`config.mk`:
```
export PLATFORM = sky130hd
export DESIGN_NAME = key_debounce_repeat_flat
export DESIGN_NICKNAME = d
export VERILOG_FILES = /design/src/rtl/key_debounce_repeat_pkg.sv /design/src/rtl/key_debounce_repeat_if.sv /design/src/rtl/key_debounce_repeat_channel.sv /design/src/rtl/key_debounce_repeat.sv /design/src/flat_wrapper.sv
export SDC_FILE = /design/constraint.sdc
export NUM_CORES = 1
export LEC_CHECK = 0
export CAP_MARGIN = 25
export CORE_MARGIN = 3
export CORE_UTILIZATION = 35
export CTS_CLUSTER_SIZE = 20
export DETAILED_ROUTE_END_ITERATION = 7
export HOLD_SLACK_MARGIN = 0.08
export PLACE_DENSITY_LB_ADDON = 0.1
export SLEW_MARGIN = 10
export SYNTH_ARGS = -nofsm -noshare
export SYNTH_HDL_FRONTEND = slang
export SYNTH_SLANG_ARGS = --single-unit
```
`constraint.sdc`:
```
create_clock -name CLK_50 -period 2.71 [get_ports CLK_50]
set_clock_uncertainty 0.2 [all_clocks]
set_input_delay 0.271 -clock CLK_50 [delete_from_list [all_inputs] [get_ports CLK_50]]
set_output_delay 0.271 -clock CLK_50 [all_outputs]
set_load 0.02 [all_outputs]
```
`src/rtl/key_debounce_repeat_pkg.sv`:
```
// Shared definitions for the key debounce / auto-repeat block.
// Holds the per-channel state encoding, the board key index map and
// the width helpers used by the tick divider and the ms counters.
package key_debounce_repeat_pkg;

    typedef enum logic [2:0] {
        IDLE       = 3'd0,
        PRESS_DB   = 3'd1,
        HOLD_DELAY = 3'd2,
        HOLD_RPT   = 3'd3,
        REL_DB     = 3'd4
    } chanState_t;

    // Bit positions of the setting keys on key_raw / key_pulse / key_level.
    localparam int KEY_HOUR_UP = 0;
    localparam int KEY_HOUR_DN = 1;
    localparam int KEY_MIN_UP  = 2;
    localparam int KEY_MIN_DN  = 3;

    // Number of bits needed to hold the values 0..value-1 (minimum 1).
    function automatic int clog2(input int value);
        int bits;
        int rem;
        bits = 0;
        rem  = value - 1;
        while (rem > 0) begin
            bits = bits + 1;
            rem  = rem >> 1;
        end
        return (bits < 1) ? 1 : bits;
    endfunction

    function automatic int maxOf3(input int a, input int b, input int c);
        int m;
        m = (a > b) ? a : b;
        return (m > c) ? m : c;
    endfunction

endpackage

```
`src/rtl/key_debounce_repeat_if.sv`:
```
// Key bus between the board buttons, the conditioning stage and the setting logic.
// master: drives key_raw, consumes key_pulse / key_level / tick_1ms.
// slave:  the conditioning stage itself.
interface key_debounce_repeat_if #(
    parameter int N_KEYS = 4
);
    logic [N_KEYS-1:0] key_raw;
    logic [N_KEYS-1:0] key_pulse;
    logic [N_KEYS-1:0] key_level;
    logic              tick_1ms;

    modport master (
        output key_raw,
        input  key_pulse,
        input  key_level,
        input  tick_1ms
    );

    modport slave (
        input  key_raw,
        output key_pulse,
        output key_level,
        output tick_1ms
    );
endinterface

```
`src/rtl/key_debounce_repeat_channel.sv`:
```
// One key: 2-FF synchroniser, debounce / typematic FSM and ms counter.
// Latency: 2 cycles + DEBOUNCE_MS ticks from a clean press to keyPulse.
// No backpressure: keyPulse is a fire-and-forget one-cycle strobe.
// Ports: CLK_50/CR clock and async reset; advance = high on the edge that
// opens a tick cycle; keyRaw raw pin; keyPulse press/repeat strobe; keyLevel
// debounced pressed state.
module key_debounce_repeat_channel
    import key_debounce_repeat_pkg::*;
#(
    parameter int DEBOUNCE_MS     = 20,
    parameter int REPEAT_DELAY_MS = 600,
    parameter int REPEAT_RATE_MS  = 150,
    parameter int ACTIVE_LOW      = 1
) (
    input  logic CLK_50,
    input  logic CR,
    input  logic advance,
    input  logic keyRaw,
    output logic keyPulse,
    output logic keyLevel
);
    localparam int   MS_W     = clog2(maxOf3(DEBOUNCE_MS, REPEAT_DELAY_MS, REPEAT_RATE_MS) + 1);
    localparam logic RELEASED = (ACTIVE_LOW != 0) ? 1'b1 : 1'b0;

    logic             syncA;
    logic             syncB;
    logic             pressed;
    chanState_t       state;
    logic [MS_W-1:0]  msCnt;
    logic [MS_W-1:0]  msNext;

    // XOR with the released level normalises polarity to pressed = 1.
    assign pressed = syncB ^ RELEASED;
    assign msNext  = msCnt + MS_W'(1);

    // The FSM steps on the edge that opens the tick cycle, so the registered
    // pulse and level changes coincide with tick_1ms rather than trailing it.
    // Terminal compares use >= so the counter can never run past its limit.
    always_ff @(posedge CLK_50 or posedge CR) begin
        if (CR) begin
            syncA    <= RELEASED;
            syncB    <= RELEASED;
            state    <= IDLE;
            msCnt    <= '0;
            keyPulse <= 1'b0;
            keyLevel <= 1'b0;
        end else begin
            syncA    <= keyRaw;
            syncB    <= syncA;
            keyPulse <= 1'b0;
            if (advance) begin
                case (state)
                    IDLE: begin
                        if (pressed) begin
                            msCnt <= MS_W'(1);
                            state <= PRESS_DB;
                        end
                    end
                    PRESS_DB: begin
                        if (!pressed) begin
                            msCnt <= '0;
                            state <= IDLE;
                        end else if (msNext >= MS_W'(DEBOUNCE_MS)) begin
                            keyLevel <= 1'b1;
                            keyPulse <= 1'b1;
                            msCnt    <= '0;
                            state    <= HOLD_DELAY;
                        end else begin
                            msCnt <= msNext;
                        end
                    end
                    HOLD_DELAY: begin
                        if (!pressed) begin
                            msCnt <= MS_W'(1);
                            state <= REL_DB;
                        end else if (msNext >= MS_W'(REPEAT_DELAY_MS)) begin
                            keyPulse <= 1'b1;
                            msCnt    <= '0;
                            state    <= HOLD_RPT;
                        end else begin
                            msCnt <= msNext;
                        end
                    end
                    HOLD_RPT: begin
                        if (!pressed) begin
                            msCnt <= MS_W'(1);
                            state <= REL_DB;
                        end else if (msNext >= MS_W'(REPEAT_RATE_MS)) begin
                            keyPulse <= 1'b1;
                            msCnt    <= '0;
                        end else begin
                            msCnt <= msNext;
                        end
                    end
                    REL_DB: begin
                        // A bounce back to pressed resumes repeating without a new pulse.
                        if (pressed) begin
                            msCnt <= '0;
                            state <= HOLD_RPT;
                        end else if (msNext >= MS_W'(DEBOUNCE_MS)) begin
                            keyLevel <= 1'b0;
                            msCnt    <= '0;
                            state    <= IDLE;
                        end else begin
                            msCnt <= msNext;
                        end
                    end
                    default: begin
                        msCnt <= '0;
                        state <= IDLE;
                    end
                endcase
            end
        end
    end
endmodule

```
`src/rtl/key_debounce_repeat.sv`:
```
// Setting-key conditioning: shared 1 ms tick plus one debounce/repeat channel per key.
// Latency: 2 cycles + DEBOUNCE_MS ticks press-to-pulse; tick_1ms is a registered strobe.
// No backpressure: pulses are single-cycle strobes the consumer must sample.
// Ports: CLK_50 clock, CR async active-high reset, keyBus (slave) carries
// key_raw in and key_pulse / key_level / tick_1ms out.
module key_debounce_repeat
    import key_debounce_repeat_pkg::*;
#(
    parameter int CLK_Freq        = 50000000,
    parameter int N_KEYS          = 4,
    parameter int DEBOUNCE_MS     = 20,
    parameter int REPEAT_DELAY_MS = 600,
    parameter int REPEAT_RATE_MS  = 150,
    parameter int ACTIVE_LOW      = 1
) (
    input  logic                  CLK_50,
    input  logic                  CR,
    key_debounce_repeat_if.slave  keyBus
);
    localparam int TICK_DIV = CLK_Freq / 1000;
    localparam int TICK_W   = clog2(TICK_DIV);

    logic [TICK_W-1:0] tickCnt;
    logic              tickNext;
    logic              tickQ;
    logic [N_KEYS-1:0] pulseVec;
    logic [N_KEYS-1:0] levelVec;

    // Look one count ahead so the registered strobe is high exactly while
    // tickCnt == TICK_DIV-1; channels use the same look-ahead to step.
    assign tickNext = (tickCnt == TICK_W'(TICK_DIV - 2));

    always_ff @(posedge CLK_50 or posedge CR) begin
        if (CR) begin
            tickCnt <= '0;
            tickQ   <= 1'b0;
        end else begin
            tickQ   <= tickNext;
            tickCnt <= (tickCnt == TICK_W'(TICK_DIV - 1)) ? '0 : tickCnt + TICK_W'(1);
        end
    end

    for (genvar g = 0; g < N_KEYS; g++) begin : gChan
        key_debounce_repeat_channel #(
            .DEBOUNCE_MS     (DEBOUNCE_MS),
            .REPEAT_DELAY_MS (REPEAT_DELAY_MS),
            .REPEAT_RATE_MS  (REPEAT_RATE_MS),
            .ACTIVE_LOW      (ACTIVE_LOW)
        ) uChan (
            .CLK_50   (CLK_50),
            .CR       (CR),
            .advance  (tickNext),
            .keyRaw   (keyBus.key_raw[g]),
            .keyPulse (pulseVec[g]),
            .keyLevel (levelVec[g])
        );
    end

    assign keyBus.key_pulse = pulseVec;
    assign keyBus.key_level = levelVec;
    assign keyBus.tick_1ms  = tickQ;
endmodule
```
`src/flat_wrapper.sv`:
```
// flat-port wrapper written by rule: the top's interface ports become plain ports
module key_debounce_repeat_flat import key_debounce_repeat_pkg::*;
#(
    parameter int CLK_Freq        = 50000000,
    parameter int N_KEYS          = 4,
    parameter int DEBOUNCE_MS     = 20,
    parameter int REPEAT_DELAY_MS = 600,
    parameter int REPEAT_RATE_MS  = 150,
    parameter int ACTIVE_LOW      = 1
)
  (CLK_50, CR, keyBus_key_raw, keyBus_key_pulse, keyBus_key_level, keyBus_tick_1ms);
  key_debounce_repeat_if #(.N_KEYS(N_KEYS)) keyBus_i ();
  input  logic CLK_50;
  input  logic CR;
  input wire logic [$bits(keyBus_i.key_raw)-1:0] keyBus_key_raw;
  output wire logic [$bits(keyBus_i.key_pulse)-1:0] keyBus_key_pulse;
  output wire logic [$bits(keyBus_i.key_level)-1:0] keyBus_key_level;
  output wire logic [$bits(keyBus_i.tick_1ms)-1:0] keyBus_tick_1ms;
  assign keyBus_i.key_raw = keyBus_key_raw;
  assign keyBus_key_pulse = keyBus_i.key_pulse;
  assign keyBus_key_level = keyBus_i.key_level;
  assign keyBus_tick_1ms = keyBus_i.tick_1ms;
  key_debounce_repeat #(.CLK_Freq(CLK_Freq), .N_KEYS(N_KEYS), .DEBOUNCE_MS(DEBOUNCE_MS), .REPEAT_DELAY_MS(REPEAT_DELAY_MS), .REPEAT_RATE_MS(REPEAT_RATE_MS), .ACTIVE_LOW(ACTIVE_LOW)) u_core (.CLK_50(CLK_50), .CR(CR), .keyBus(keyBus_i));
endmodule
```
Word-level counts from Yosys, hierarchy flattened:

Cells that the tools add are included.

* register bits: 85
* input port bits: 6

* add/subtract/negate cells: 5
* $lt $le $gt $ge: 12
* equal/unequal tests: 54
* muxes and demuxes: 125
* reduce and logical (&&, ||, !) cells: 20

Operators with widths (count)
* $mux 10: 32
* $pmux 10 s5: 4
* $mux 3: 32
* $pmux 3 s5: 4
* $ne 2x2->1 const B: 24
* $reduce_and 6->1: 8
* $mux 1: 44
* $add 10x1->10 const B: 4
* $ge 10x10->1 const B: 4
* $ge 10x5->1 const B: 4
* $ge 10x8->1 const B: 4
* $ne 3x3->1 const B: 12
* $eq 16x16->1 const B: 2
* $eq 3x2->1 const B: 8
* $add 16x1->16 const B: 1
* $mux 16: 1
* $eq 3x1->1 const B: 4
* $eq 3x3->1 const B: 4
* $logic_not 3->1: 4
* $pmux 1 s3: 4
* $pmux 1 s2: 4
* $reduce_and 2->1: 4
* $reduce_bool 2->1: 4

Logic depth before layout (Yosys ltp):

* word-level depth: 6
* depth in mapped cells: 12
* gate-level depth less buffers: 10

Modules after synthesis:

A second synthesis with hierarchy kept.

* cells, all modules: 721
* area total of the unflattened synthesis: 6334.8 um^2

Modules (own cells, without submodules)
* key_debounce_repeat_channel at u_core.gChan[0].uChan ...: instances 3, cells an instance 151, area an instance 1307.5 um^2, seq. area each 427.9 um^2
* key_debounce_repeat_channel at u_core.gChan[3].uChan: instances 1, cells an instance 193, area an instance 1597.8 um^2, seq. area each 427.9 um^2
* key_debounce_repeat: instances 1, cells an instance 75, area an instance 814.5 um^2, seq. area each 425.4 um^2

Least setup slack after synthesis:

OpenSTA, ideal clock, no wires.

* kind: reg2reg
* start point: register u_core.gChan[1].uChan.msCnt[1]
* end point: register u_core.gChan[1].uChan.msCnt[3]
* setup time: 0.065 ns
* arrival: 2.608 ns
* required time: 2.445 ns
* setup slack: -0.163 ns
* cell stages (with the launch flop): 13
* clock period less this slack: 2.873 ns
* path through: dfrtp_1 ha_1 buf_6 and4_4 buf_6 or3_1 a2111oi_2 o211a_1 nand3_2 and2_4 buf_6 o21ai_1 a22o_1

* cells in the longest elaborated chain, start to end: 5
* elaborated cells on any way between the ends: 12
* those cells by class: add/sub (1); order compare (3); mux (8)

RTL lines
* start: declaration: RTL line key_debounce_repeat_channel.sv:29 `logic [MS_W-1:0] msCnt;`
* start signal: assignment: RTL line key_debounce_repeat_channel.sv:69 `msCnt <= msNext;`
* start signal: assignment: RTL line key_debounce_repeat_channel.sv:81 `msCnt <= msNext;`
* start signal: assignment: RTL line key_debounce_repeat_channel.sv:92 `msCnt <= msNext;`
* $add 10x1->10 (*): RTL line key_debounce_repeat_channel.sv:34 `assign msNext = msCnt + MS_W'(1);`
* $ge 10x5->1 (tied with other cells): RTL line key_debounce_repeat_channel.sv:63, key_debounce_repeat_channel.sv:100
* $mux 10, on equally long branches (2 in series)
* $pmux 10 s5 (*): RTL line key_debounce_repeat_channel.sv:52 `case (state)`

Every way passes the cells marked *; elsewhere a longest branch is shown, timed or not.
A chain may end at the register's enable or synchronous reset.

Final worst setup path:

* start point: register u_core.gChan[1].uChan.msCnt[0]
* end point: register u_core.gChan[1].uChan.msCnt[2]

The elaborated chain is that of the path after synthesis.

==> reports/qor.yml <==
outcome: "complete, but fails checks"
failed_checks: "negative setup slack"
fin_hold_ws_ps: 133.7
synth.largest_area_cell: "sky130_fd_sc_hd__dfrtp_1"
synth_edf_count: 0
static-leakage-power_uw: 0.003322
count_of_tritonroute_iterations_in_the_first_routing_pass: 6
synth.yosys.seq_area_share: 0.3410
numCtsBuffers: 9
grt_pass1_wl_um: 28430
reg2reg_end: "u_core.gChan[1].uChan.msCnt[2]"
width_of_the_die_um: 139.8
power_per_cell_area_nw_per_um2: 334.8
nets: 876
drt_wl_total_um: 17250
synth_seq_cells: 85
routabilityCongestion: 0.8685
layout.area.seq_um2: 2150
clock_tree.root_cell: "sky130_fd_sc_hd__clkbuf_16"
drt.antenna.violating_nets: 0
via_per_inst: 5.591
unique_cell_type_count_in_the_yosys_netlist: 89
timing.fmax_mhz: 361.6
area_delta_synth_final_pct: 32.58
mapped_nets: 774
regToRegSetupSlack_ps: -60
preCtsSetupSlack_ps: -115.8
global_route.overflow_total: 0
die_area_um2: 19550
synth.cell_area_um2: 6267
timing_worst_setup_path_type: "flip-flop to flip-flop"
cts_hold_repair.buffers: 0
reg2regPathDepth: 9
rows: 48
critical_path.endpoint_type: "flip-flop"
synth_top_flop_cell: "sky130_fd_sc_hd__dfrtp_1"
async_set_reset_flop_share_out_of_synthesis: 1.000
wl_met3_um: 450
wl_per_cell_um: 15.82
critPathArrivalTime_ps: 2800
antenna_found_initial: 0
fin_util: 0.4771
worstPathMaxFanout: 8
first_global_vias: 5846
detailedPlacementHpwl_um: 11790
totalNegativeSetupSlack_ps: -74.54
syn_area_cell_um2: 8.268
multi_input_comb_area_um2: 4200
vdd_ir_drop_max_v: 0.0003054
worst_setup_slack_final_ps: -55.16
cap_viol_max_count: 0
wl_met2_um: 8534
tritoncts_clock_tree: "yes"
worst_ep_required_time_ps: 2750
buffer_ports.inserted: 14
startpoint_type: "flip-flop"
min_path_type: "input pin to flip-flop"
clkTransAtPathRegs_ps: 60
routedLengthMet1_um: 8043
via_count: 6094
setup_repair_after_global_routing_missed_its_margin: "yes"
iteration_0_drc_count_of_the_detailed_router: 358
dr.max_layer_used: "met4"
yosys_warnings: 0
final_min_period_over_clock_period: 1.020
drc: 0
worst_setup_path_startpoint: "u_core.gChan[1].uChan.msCnt[0]"
initial_core_util: 0.3598
r2r-start: "u_core.gChan[1].uChan.msCnt[0]"
grt_start_max_net_pins: 86
yosysTopAreaCellShare: 0.3074
finalHoldViolations: 0
die_height_um: 139.8
design.core.area_um2: 17420
timing.final.max_slew_violations: 0
layout.cells.most_common_list: "sky130_fd_sc_hd__buf_4, sky130_fd_sc_hd__dfrtp_1, sky130_fd_sc_hd__nand2_1, sky130_fd_sc_hd__o21ai_0, sky130_fd_sc_hd__nor2_1"
synthesis.instances: 758
timing.max_slew.rel_slack: 0.3634
antenna-diode-count: 0
period_needed_ps: 2765
clock_latency_reported_for_the_late_side_of_the_worst_skew_pair_ps: 340
placed_cells_incl_taps: 1053
fillCellCount: 1649
tritoncts_num_sinks: 85
setup.worst_path.end: "u_core.gChan[1].uChan.msCnt[2]"
layout_commonest_cell: "sky130_fd_sc_hd__buf_4"
setup_violations: 2
cts_max_path_buffers: 2
htree_num_levels: 3
layout-drive-gt1-share: 0.3075
grtUsageTotal: 0.1713
post_layout_nonfiller_instances: 1090
max_slew.worst_pin.slew_ps: 944.6
ys_top_cells_by_area: "sky130_fd_sc_hd__dfrtp_1, sky130_fd_sc_hd__o21ai_0, sky130_fd_sc_hd__nand2_1"
io_pins: 15
-- worst max-delay path, cell delays in order (launching register included) --
cell                        delay [ps]
sky130_fd_sc_hd__dfrtp_2           470
sky130_fd_sc_hd__ha_4              200
sky130_fd_sc_hd__and4_4            220
sky130_fd_sc_hd__or3_4             340
sky130_fd_sc_hd__a2111oi_4         300
sky130_fd_sc_hd__o211a_1           230
sky130_fd_sc_hd__nand3_4           110
sky130_fd_sc_hd__and2_4            240
sky130_fd_sc_hd__buf_4             140
sky130_fd_sc_hd__o41ai_2           200
-- report_power, final --
part	switching [µW]	internal, µW
clock	511	926
combinational	41.2	16.2
sequential	8.29	1280
total	560	2220
-- cell usage after synthesis, drive strengths merged, types with 3 or more instances --
library cell / n
dfrtp: 77
a22o: 12
a211o: 4
o2111ai: 5
inv: 30
o311ai: 5
o211ai: 9
buf: 26
o221ai: 4
or2: 4
a21o: 11
nand3: 36
or4b: 4
a32o: 3
o31ai: 12
xnor2: 17
dfstp: 8
nor2: 60
a21oi: 41
and3: 12
a31oi: 5
o41ai: 6
a2111oi: 4
o21a: 4
or4: 3
ha: 10
nand4b: 4
o22ai: 6
and4: 5
nand2b: 4
or3: 14
nand3b: 7
a21boi: 5
nor4: 10
a41oi: 4
xor2: 12
a32oi: 6
clkbuf: 35
nand4: 16
o21ai: 78
nor2b: 5
and2: 11
nor3: 31
nand2: 64
-- timing repair --
action                                  4_1_cts  5_1_grt
buffers inserted                              5       17
gates resized for setup                      20      101
endpoints found under the hold margin         0        0
pin swaps                                     6       40
cloned                                        1        0
endpoints found under the setup margin       21       49
-- worst min path at each step --
stage	from	to	slack, ps	depth (start not counted)
after detailed placement	u_core.gChan[1].uChan.syncA	u_core.gChan[1].uChan.syncB	150	0
after CTS	keyBus_key_raw[3]	u_core.gChan[3].uChan.syncA	120	1
after global routing	keyBus_key_raw[2]	u_core.gChan[2].uChan.syncA	120	1
final	keyBus_key_raw[3]	u_core.gChan[3].uChan.syncA	130	1
after global placement	u_core.gChan[1].uChan.syncA	u_core.gChan[1].uChan.syncB	150	0
after floorplan	keyBus_key_raw[0]	u_core.gChan[0].uChan.syncA	80	0
-- registers in the layout (all words and copies together), names as in the netlist --
| signal | flops |
|---|---|
| u_core.gChan.uChan.syncB | 4 |
| u_core.gChan.uChan.syncA | 4 |
| u_core.gChan.uChan.state | 12 |
| u_core.gChan.uChan.keyLevel | 4 |
| u_core.gChan.uChan.keyPulse | 4 |
| u_core.tickCnt | 16 |
| u_core.keyBus.tick_1ms | 1 |
| u_core.gChan.uChan.msCnt | 40 |
-- routing by layer --
layer,track usage,up-vias
met5,0,-
met4,0.05150,0
met3,0.01993,23
met2,0.2818,96
met1,0.2371,2959
li1,-,3016
-- logic make-up (layout without fill, tap and decap cells) --
kind of cell | Yosys count | count (layout) | synth area share
simple gates | 297 | 297 | 0.2561
compound gates | 242 | 243 | 0.2627
buf+inv | 92 | 198 | 0.07466
flops | 85 | 85 | 0.3410
xor+xnor | 29 | 29 | 0.04053
mux | 3 | 3 | 0.004991
fa+ha+maj | 10 | 10 | 0.01996
-- layout make-up --
type                    count  area share
multi-input cells         582      0.5055
clock buffers              12     0.02966
repair buffers            151      0.1464
flip-flops and latches     85      0.2587
well taps                 225     0.03388
inverters                  31     0.01446
clock inverters             4     0.01144
-- per-stage QoR --
step	instance area, µm²	total power (µW)
floorplan	6292	1343
global placement	7266	1368
detailed placement	7273	1370
CTS	7734	2839
global route	8309	2905
finish	8309	2782
No activity file was read; power rests on OpenSTA's default activity.
